## config.mk

```make
export PLATFORM = sky130hd
export DESIGN_NAME = mem_bus_arbiter_flat
export DESIGN_NICKNAME = d
export VERILOG_FILES = /design/src/rtl/mem_bus_arbiter_if.sv /design/src/rtl/mem_bus_arbiter.sv /design/src/flat_wrapper.sv
export SDC_FILE = /design/constraint.sdc
export NUM_CORES = 1
export LEC_CHECK = 0
export CELL_PAD_IN_SITES_DETAIL_PLACEMENT = 1
export CELL_PAD_IN_SITES_GLOBAL_PLACEMENT = 2
export CORE_MARGIN = 2
export CORE_UTILIZATION = 17
export DETAILED_ROUTE_END_ITERATION = 12
export HOLD_SLACK_MARGIN = 0.02
export PLACE_DENSITY = 0.83
export SLEW_MARGIN = 20
export SYNTH_ARGS = -nofsm -noshare
export SYNTH_HDL_FRONTEND = slang
export SYNTH_SLANG_ARGS = --single-unit
export TNS_END_PERCENT = 100
```

## constraint.sdc

```tcl
create_clock -name clk -period 2.5 [get_ports clk]
set_input_delay 0.375 -clock clk [delete_from_list [all_inputs] [get_ports clk]]
set_output_delay 0.375 -clock clk [all_outputs]
set_load 0.01 [all_outputs]
```

## src/rtl/mem_bus_arbiter_if.sv

```systemverilog
// mem_bus_arbiter_if: request/grant handshakes of both masters plus the shared memory bus
interface mem_bus_arbiter_if #(parameter int BITS = 32);
    logic            m0_req;
    logic            m0_we;
    logic [BITS-1:0] m0_addr;
    logic [BITS-1:0] m0_wdata;
    logic            m0_gnt;
    logic            m0_ack;
    logic [BITS-1:0] m0_rdata;
    logic            m1_req;
    logic            m1_we;
    logic [BITS-1:0] m1_addr;
    logic [BITS-1:0] m1_wdata;
    logic            m1_gnt;
    logic            m1_ack;
    logic [BITS-1:0] m1_rdata;
    logic            bus_we;
    logic [BITS-1:0] bus_addr;
    logic [BITS-1:0] bus_wdata;
    logic [BITS-1:0] bus_rdata;

    modport slave (
        input  m0_req, m0_we, m0_addr, m0_wdata,
        input  m1_req, m1_we, m1_addr, m1_wdata,
        input  bus_rdata,
        output m0_gnt, m0_ack, m0_rdata,
        output m1_gnt, m1_ack, m1_rdata,
        output bus_we, bus_addr, bus_wdata
    );

    modport master (
        output m0_req, m0_we, m0_addr, m0_wdata,
        output m1_req, m1_we, m1_addr, m1_wdata,
        output bus_rdata,
        input  m0_gnt, m0_ack, m0_rdata,
        input  m1_gnt, m1_ack, m1_rdata,
        input  bus_we, bus_addr, bus_wdata
    );
endinterface

```

## src/rtl/mem_bus_arbiter.sv

```systemverilog
// mem_bus_arbiter: round-robin, bounded-hold arbiter sharing one memory port between two masters.
// Optional beat counters are enabled by defining MEMARB_STATS_EN.
module mem_bus_arbiter #(
    parameter int BITS     = 32,
    parameter int MAX_HOLD = 4
`ifdef MEMARB_STATS_EN
    ,
    parameter int STAT_BITS = 16
`endif
) (
    input  logic                 clk,
    input  logic                 reset,
    mem_bus_arbiter_if.slave     mb
`ifdef MEMARB_STATS_EN
    ,
    input  logic                 stat_clr,
    output logic [STAT_BITS-1:0] stat_beats0,
    output logic [STAT_BITS-1:0] stat_beats1
`endif
);
    localparam int HW = (MAX_HOLD > 1) ? $clog2(MAX_HOLD) : 1;
    localparam logic [HW-1:0] HOLD_LAST = HW'(MAX_HOLD - 1);

    typedef enum logic [1:0] {IDLE, OWN0, OWN1} state_t;

    state_t          state, state_nx;
    logic            last, last_nx;
    logic [HW-1:0]   hold_cnt, hold_nx;
    logic            beat0, beat1;
    logic            own1, own_req, oth_req;
    logic            ack0, ack1;
    logic [BITS-1:0] rdata0, rdata1;

    assign mb.m0_gnt = (state == OWN0);
    assign mb.m1_gnt = (state == OWN1);
    assign beat0     = mb.m0_gnt & mb.m0_req;
    assign beat1     = mb.m1_gnt & mb.m1_req;
    assign own1      = (state == OWN1);
    assign own_req   = own1 ? mb.m1_req : mb.m0_req;
    assign oth_req   = own1 ? mb.m0_req : mb.m1_req;

    assign mb.bus_we    = beat0 ? mb.m0_we    : (beat1 & mb.m1_we);
    assign mb.bus_addr  = beat0 ? mb.m0_addr  : beat1 ? mb.m1_addr  : '0;
    assign mb.bus_wdata = beat0 ? mb.m0_wdata : beat1 ? mb.m1_wdata : '0;

    assign mb.m0_ack   = ack0;
    assign mb.m1_ack   = ack1;
    assign mb.m0_rdata = rdata0;
    assign mb.m1_rdata = rdata1;

    // ownership decision: round-robin tie break from IDLE, hand over on release or when the hold budget is spent
    always_comb begin
        state_nx = state;
        last_nx  = last;
        hold_nx  = hold_cnt;
        if (state == IDLE) begin
            if (mb.m0_req && mb.m1_req)
                state_nx = last ? OWN0 : OWN1;
            else if (mb.m0_req)
                state_nx = OWN0;
            else if (mb.m1_req)
                state_nx = OWN1;
            hold_nx = '0;
        end else if (!own_req) begin
            state_nx = oth_req ? (own1 ? OWN0 : OWN1) : IDLE;
            last_nx  = own1;
            hold_nx  = '0;
        end else if (oth_req && hold_cnt == HOLD_LAST) begin
            state_nx = own1 ? OWN0 : OWN1;
            last_nx  = own1;
            hold_nx  = '0;
        end else if (hold_cnt != HOLD_LAST) begin
            hold_nx = hold_cnt + 1'b1;
        end
    end

    // arbitration state register; last=1 after reset so master 0 wins the first tie
    always_ff @(posedge clk) begin
        if (!reset) begin
            state    <= IDLE;
            last     <= 1'b1;
            hold_cnt <= '0;
        end else begin
            state    <= state_nx;
            last     <= last_nx;
            hold_cnt <= hold_nx;
        end
    end

    // completion pulse and read capture one cycle after each beat; reset drops an in-flight ack
    always_ff @(posedge clk) begin
        if (!reset) begin
            ack0   <= 1'b0;
            ack1   <= 1'b0;
            rdata0 <= '0;
            rdata1 <= '0;
        end else begin
            ack0   <= beat0;
            ack1   <= beat1;
            rdata0 <= (beat0 && !mb.m0_we) ? mb.bus_rdata : rdata0;
            rdata1 <= (beat1 && !mb.m1_we) ? mb.bus_rdata : rdata1;
        end
    end

`ifdef MEMARB_STATS_EN
    // saturating per-master beat counters; clear takes priority over a same-cycle beat
    always_ff @(posedge clk) begin
        if (!reset || stat_clr) begin
            stat_beats0 <= '0;
            stat_beats1 <= '0;
        end else begin
            if (beat0 && stat_beats0 != '1)
                stat_beats0 <= stat_beats0 + 1'b1;
            if (beat1 && stat_beats1 != '1)
                stat_beats1 <= stat_beats1 + 1'b1;
        end
    end
`endif
endmodule

```

## src/flat_wrapper.sv

```systemverilog
// flat-port wrapper written by rule: the top's interface ports become plain ports
module mem_bus_arbiter_flat 
#(
    parameter int BITS     = 32,
    parameter int MAX_HOLD = 4

)
  (clk, reset, mb_m0_req, mb_m0_we, mb_m0_addr, mb_m0_wdata, mb_m1_req, mb_m1_we, mb_m1_addr, mb_m1_wdata, mb_bus_rdata, mb_m0_gnt, mb_m0_ack, mb_m0_rdata, mb_m1_gnt, mb_m1_ack, mb_m1_rdata, mb_bus_we, mb_bus_addr, mb_bus_wdata);
  mem_bus_arbiter_if #(.BITS(BITS)) mb_i ();
  input  logic clk;
  input  logic reset;
  input wire logic [$bits(mb_i.m0_req)-1:0] mb_m0_req;
  input wire logic [$bits(mb_i.m0_we)-1:0] mb_m0_we;
  input wire logic [$bits(mb_i.m0_addr)-1:0] mb_m0_addr;
  input wire logic [$bits(mb_i.m0_wdata)-1:0] mb_m0_wdata;
  input wire logic [$bits(mb_i.m1_req)-1:0] mb_m1_req;
  input wire logic [$bits(mb_i.m1_we)-1:0] mb_m1_we;
  input wire logic [$bits(mb_i.m1_addr)-1:0] mb_m1_addr;
  input wire logic [$bits(mb_i.m1_wdata)-1:0] mb_m1_wdata;
  input wire logic [$bits(mb_i.bus_rdata)-1:0] mb_bus_rdata;
  output wire logic [$bits(mb_i.m0_gnt)-1:0] mb_m0_gnt;
  output wire logic [$bits(mb_i.m0_ack)-1:0] mb_m0_ack;
  output wire logic [$bits(mb_i.m0_rdata)-1:0] mb_m0_rdata;
  output wire logic [$bits(mb_i.m1_gnt)-1:0] mb_m1_gnt;
  output wire logic [$bits(mb_i.m1_ack)-1:0] mb_m1_ack;
  output wire logic [$bits(mb_i.m1_rdata)-1:0] mb_m1_rdata;
  output wire logic [$bits(mb_i.bus_we)-1:0] mb_bus_we;
  output wire logic [$bits(mb_i.bus_addr)-1:0] mb_bus_addr;
  output wire logic [$bits(mb_i.bus_wdata)-1:0] mb_bus_wdata;
  assign mb_i.m0_req = mb_m0_req;
  assign mb_i.m0_we = mb_m0_we;
  assign mb_i.m0_addr = mb_m0_addr;
  assign mb_i.m0_wdata = mb_m0_wdata;
  assign mb_i.m1_req = mb_m1_req;
  assign mb_i.m1_we = mb_m1_we;
  assign mb_i.m1_addr = mb_m1_addr;
  assign mb_i.m1_wdata = mb_m1_wdata;
  assign mb_i.bus_rdata = mb_bus_rdata;
  assign mb_m0_gnt = mb_i.m0_gnt;
  assign mb_m0_ack = mb_i.m0_ack;
  assign mb_m0_rdata = mb_i.m0_rdata;
  assign mb_m1_gnt = mb_i.m1_gnt;
  assign mb_m1_ack = mb_i.m1_ack;
  assign mb_m1_rdata = mb_i.m1_rdata;
  assign mb_bus_we = mb_i.bus_we;
  assign mb_bus_addr = mb_i.bus_addr;
  assign mb_bus_wdata = mb_i.bus_wdata;
  mem_bus_arbiter #(.BITS(BITS), .MAX_HOLD(MAX_HOLD)) u_core (.clk(clk), .reset(reset), .mb(mb_i));
endmodule
```

==> impl_metrics.json <==
{
  "internal_power_mw": 2.50,
  "syn_inst": 412,
  "clkPwrFrac": 0.427,
  "cts_buffer_depth": 2,
  "die_h_um": 147,
  "core-area_um2": 20100,
  "dp_slack_ns": 0.0618,
  "grt_usage": 0.158,
  "ir_drop_uv": 337,
  "root_buffer": "clkbuf_16",
  "fill_cells": 2332,
  "htreeDepth": 3,
  "worst_slack_ns": 0.0596,
  "cts_setup_buffers": 0,
  "synth_edf_count": 0,
  "wl_mm": 17.3,
  "cp-start-kind": "input port",
  "grt_max_degree": 54,
  "first_pass_iters": 4,
  "drc": 0,
  "clkLatencyLatePin_ns": 0.34,
  "fin_crit_sh": 0.976,
  "rsz0062_at_grt": "no",
  "rows": 52,
  "syn_area_per_cell_um2": 8.38,
  "overflow": 0,
  "die_w_um": 147,
  "viasPerCell": 4.38,
  "cp_slowest_cell": "clkdlybuf4s50_1",
  "start_util": 0.172,
  "cts_tree": "yes",
  "max_freq_mhz": 410,
  "nNetsFinal": 855,
  "slowest_delay_ns": 0.56,
  "initialDrtViolationCount": 161,
  "crit_top_cell": "clkdlybuf4s50_1",
  "layout-area-overhead-vs-synth_pct": 103,
  "path_delay_family": "buffers and inverters",
  "p_leak_nw": 2.43,
  "p_sw_mw": 0.777,
  "max_slew_margin": 0.631,
  "mostFrequentLayoutCells": "clkdlybuf4s50_1, dfxtp_1, nand2_1, a22o_1, nand3_1",
  "async_reset_ff_frac": 0,
  "path_cells": "clkdlybuf4s50_1, and3b_2, buf_4, a22o_1, clkdlybuf4s50_1",
  "final_antenna_net_count": 0,
  "endpoint_kind": "output pin",
  "route.detailed.wl_per_inst_um": 17.8,
  "finalMaxSlewViolations": 0,
  "cp_data_required_time_ns": 2.12,
  "dieArea_um2": 21500,
  "power_frac_comb": 0.214,
  "globalplace.congestion": 0.884,
  "syn_nets": 579,
  "synth_cell_type_count": 32,
  "drive_gt1_frac": 0.0592,
  "path_clk_slew_ns": 0.06,
  "netlist_area_um2": 3450,
  "setup_viol": 0,
  "grt_pass1_vias": 4229,
  "p_seq_frac": 0.358,
  "layout_commonest_cell": "clkdlybuf4s50_1",
  "crit_path_max_fanout": 14,
  "hold_path_class": "reg2reg",
  "cap_violations": 0,
  "worst_ep_arrival_time_ns": 2.07,
  "holdBufCountCts": 0,
  "dpl.hpwl_mm": 13.7,
  "numCtsBuffers": 9,
  "path_class": "in2out",
  "cts_resized": 1,
  "io_buffers": 298,
  "synth_seq_cells": 71,
  "synth_seq_area_share": 0.412,
  "switching_share": 0.237,
  "period_needed_ns": 2.44,
  "status": "finished, final reports clean",
  "clock_skew_ns": 0.00594,
  "yosysWarningCount": 0,
  "cts_num_sinks": 71,
  "fin_setup_tns_ns": 0,
  "power.density_nw_per_um2": 469,
  "hold_viol_final": 0,
  "path_buf_inv": 3,
  "synth_flop_cell": "dfxtp_1",
  "dr_total_vias": 4246,
  "antenna_found_initial": 7,
  "worst_slew_pin_slew_ns": 0.553,
  "num_io_pins": 299,
  "grt_pass1_wl_mm": 25.9
}
-- worst paths after layout --
path,from,end,slack (ns),depth (start not counted)
worst min-delay path,u_core.mb.m0_rdata[15],u_core.mb.m0_rdata[15],0.45,2
worst min register to register,u_core.mb.m0_rdata[15],u_core.mb.m0_rdata[15],0.45,2
worst max register to register,u_core.state[0],u_core.mb.m0_rdata[19],1.03,5
worst max-delay path,mb_m1_req,mb_bus_wdata[22],0.06,5
-- power groups by stage --
stage / Clock (mW) / Sequential [mW] / Combinational, mW
floorplan: 0 / 1.20 / 0.222
global placement: 0 / 1.20 / 0.705
detailed placement: 0 / 1.20 / 0.709
CTS: 1.47 / 1.18 / 0.711
global route: 1.52 / 1.18 / 0.750
finish: 1.40 / 1.18 / 0.703
-- worst reg2reg max path, cell delays in order, from the launching register on --
cell and delay, ns:
dfxtp_1 0.35, buf_4 0.18, and4bb_2 0.27, buf_4 0.35, nand3_1 0.16, o21ai_0 0.10
-- cells by family after synthesis --
kind of cell | synth area share
AO/OA/AOI/OAI | 0.277
multiplexers | 0.00906
flip-flops | 0.412
XOR/XNOR | 0.00254
buffers and inverters | 0.0895
AND/OR/NAND/NOR | 0.207
adder cells (fa/ha/maj) | 0.00362
-- state kept, by name, indices dropped and copies added (netlist names) --
signal,count
u_core.last,1
u_core.mb.m1_rdata,32
u_core.mb.m0_ack,1
u_core.hold_cnt,2
u_core.mb.m0_rdata,32
u_core.mb.m1_ack,1
u_core.state,2
-- cell usage after synthesis, types with 3 or more instances --
| library cell | instances | area, um2 |
|---|---|---|
| a21oi_1 | 4 | 20.0 |
| a22o_1 | 65 | 569 |
| buf_1 | 4 | 15.0 |
| buf_2 | 22 | 110 |
| buf_4 | 4 | 30.0 |
| buf_6 | 11 | 124 |
| clkbuf_1 | 8 | 30.0 |
| dfxtp_1 | 71 | 1420 |
| nand2_1 | 68 | 255 |
| nand3_1 | 65 | 325 |
| nor2b_1 | 3 | 18.8 |
| o21ai_0 | 51 | 255 |
| o21ai_1 | 14 | 70.1 |
-- final cells by class --
type                            count  area (um2)  area share
Timing Repair Buffer              314        3180       0.454
Multi-Input combinational cell    292        1720       0.246
Sequential cell                    71        1420       0.203
Tap cell                          270         338      0.0482
Clock buffer                       11         243      0.0347
Clock inverter                      5        81.3      0.0116
Antenna cell                        7        17.5     0.00250
-- through the flow --
step / cells / instance area [um2] / hold WS [ns] / utilization / total power [mW]
global placement: 947 / 6660 / 0.435 / 0.331 / 1.90
finish: 970 / 7000 / 0.448 / 0.348 / 3.28
CTS: 963 / 6980 / 0.450 / 0.347 / 3.35
detailed placement: 947 / 6660 / 0.443 / 0.331 / 1.91
floorplan: 412 / 3450 / 0.473 / - / 1.43
global route: 970 / 7000 / 0.476 / 0.348 / 3.44
-- layer usage --
metal / up-vias / GRT usage / part of all wire
met5: - / 0 / 0
met4: 0 / 0.0888 / 0.040
met3: 31 / 0.0625 / 0.095
met2: 187 / 0.260 / 0.48
met1: 1985 / 0.174 / 0.39
li1: 2043 / - / -
Power figures use the tool's default switching activity.
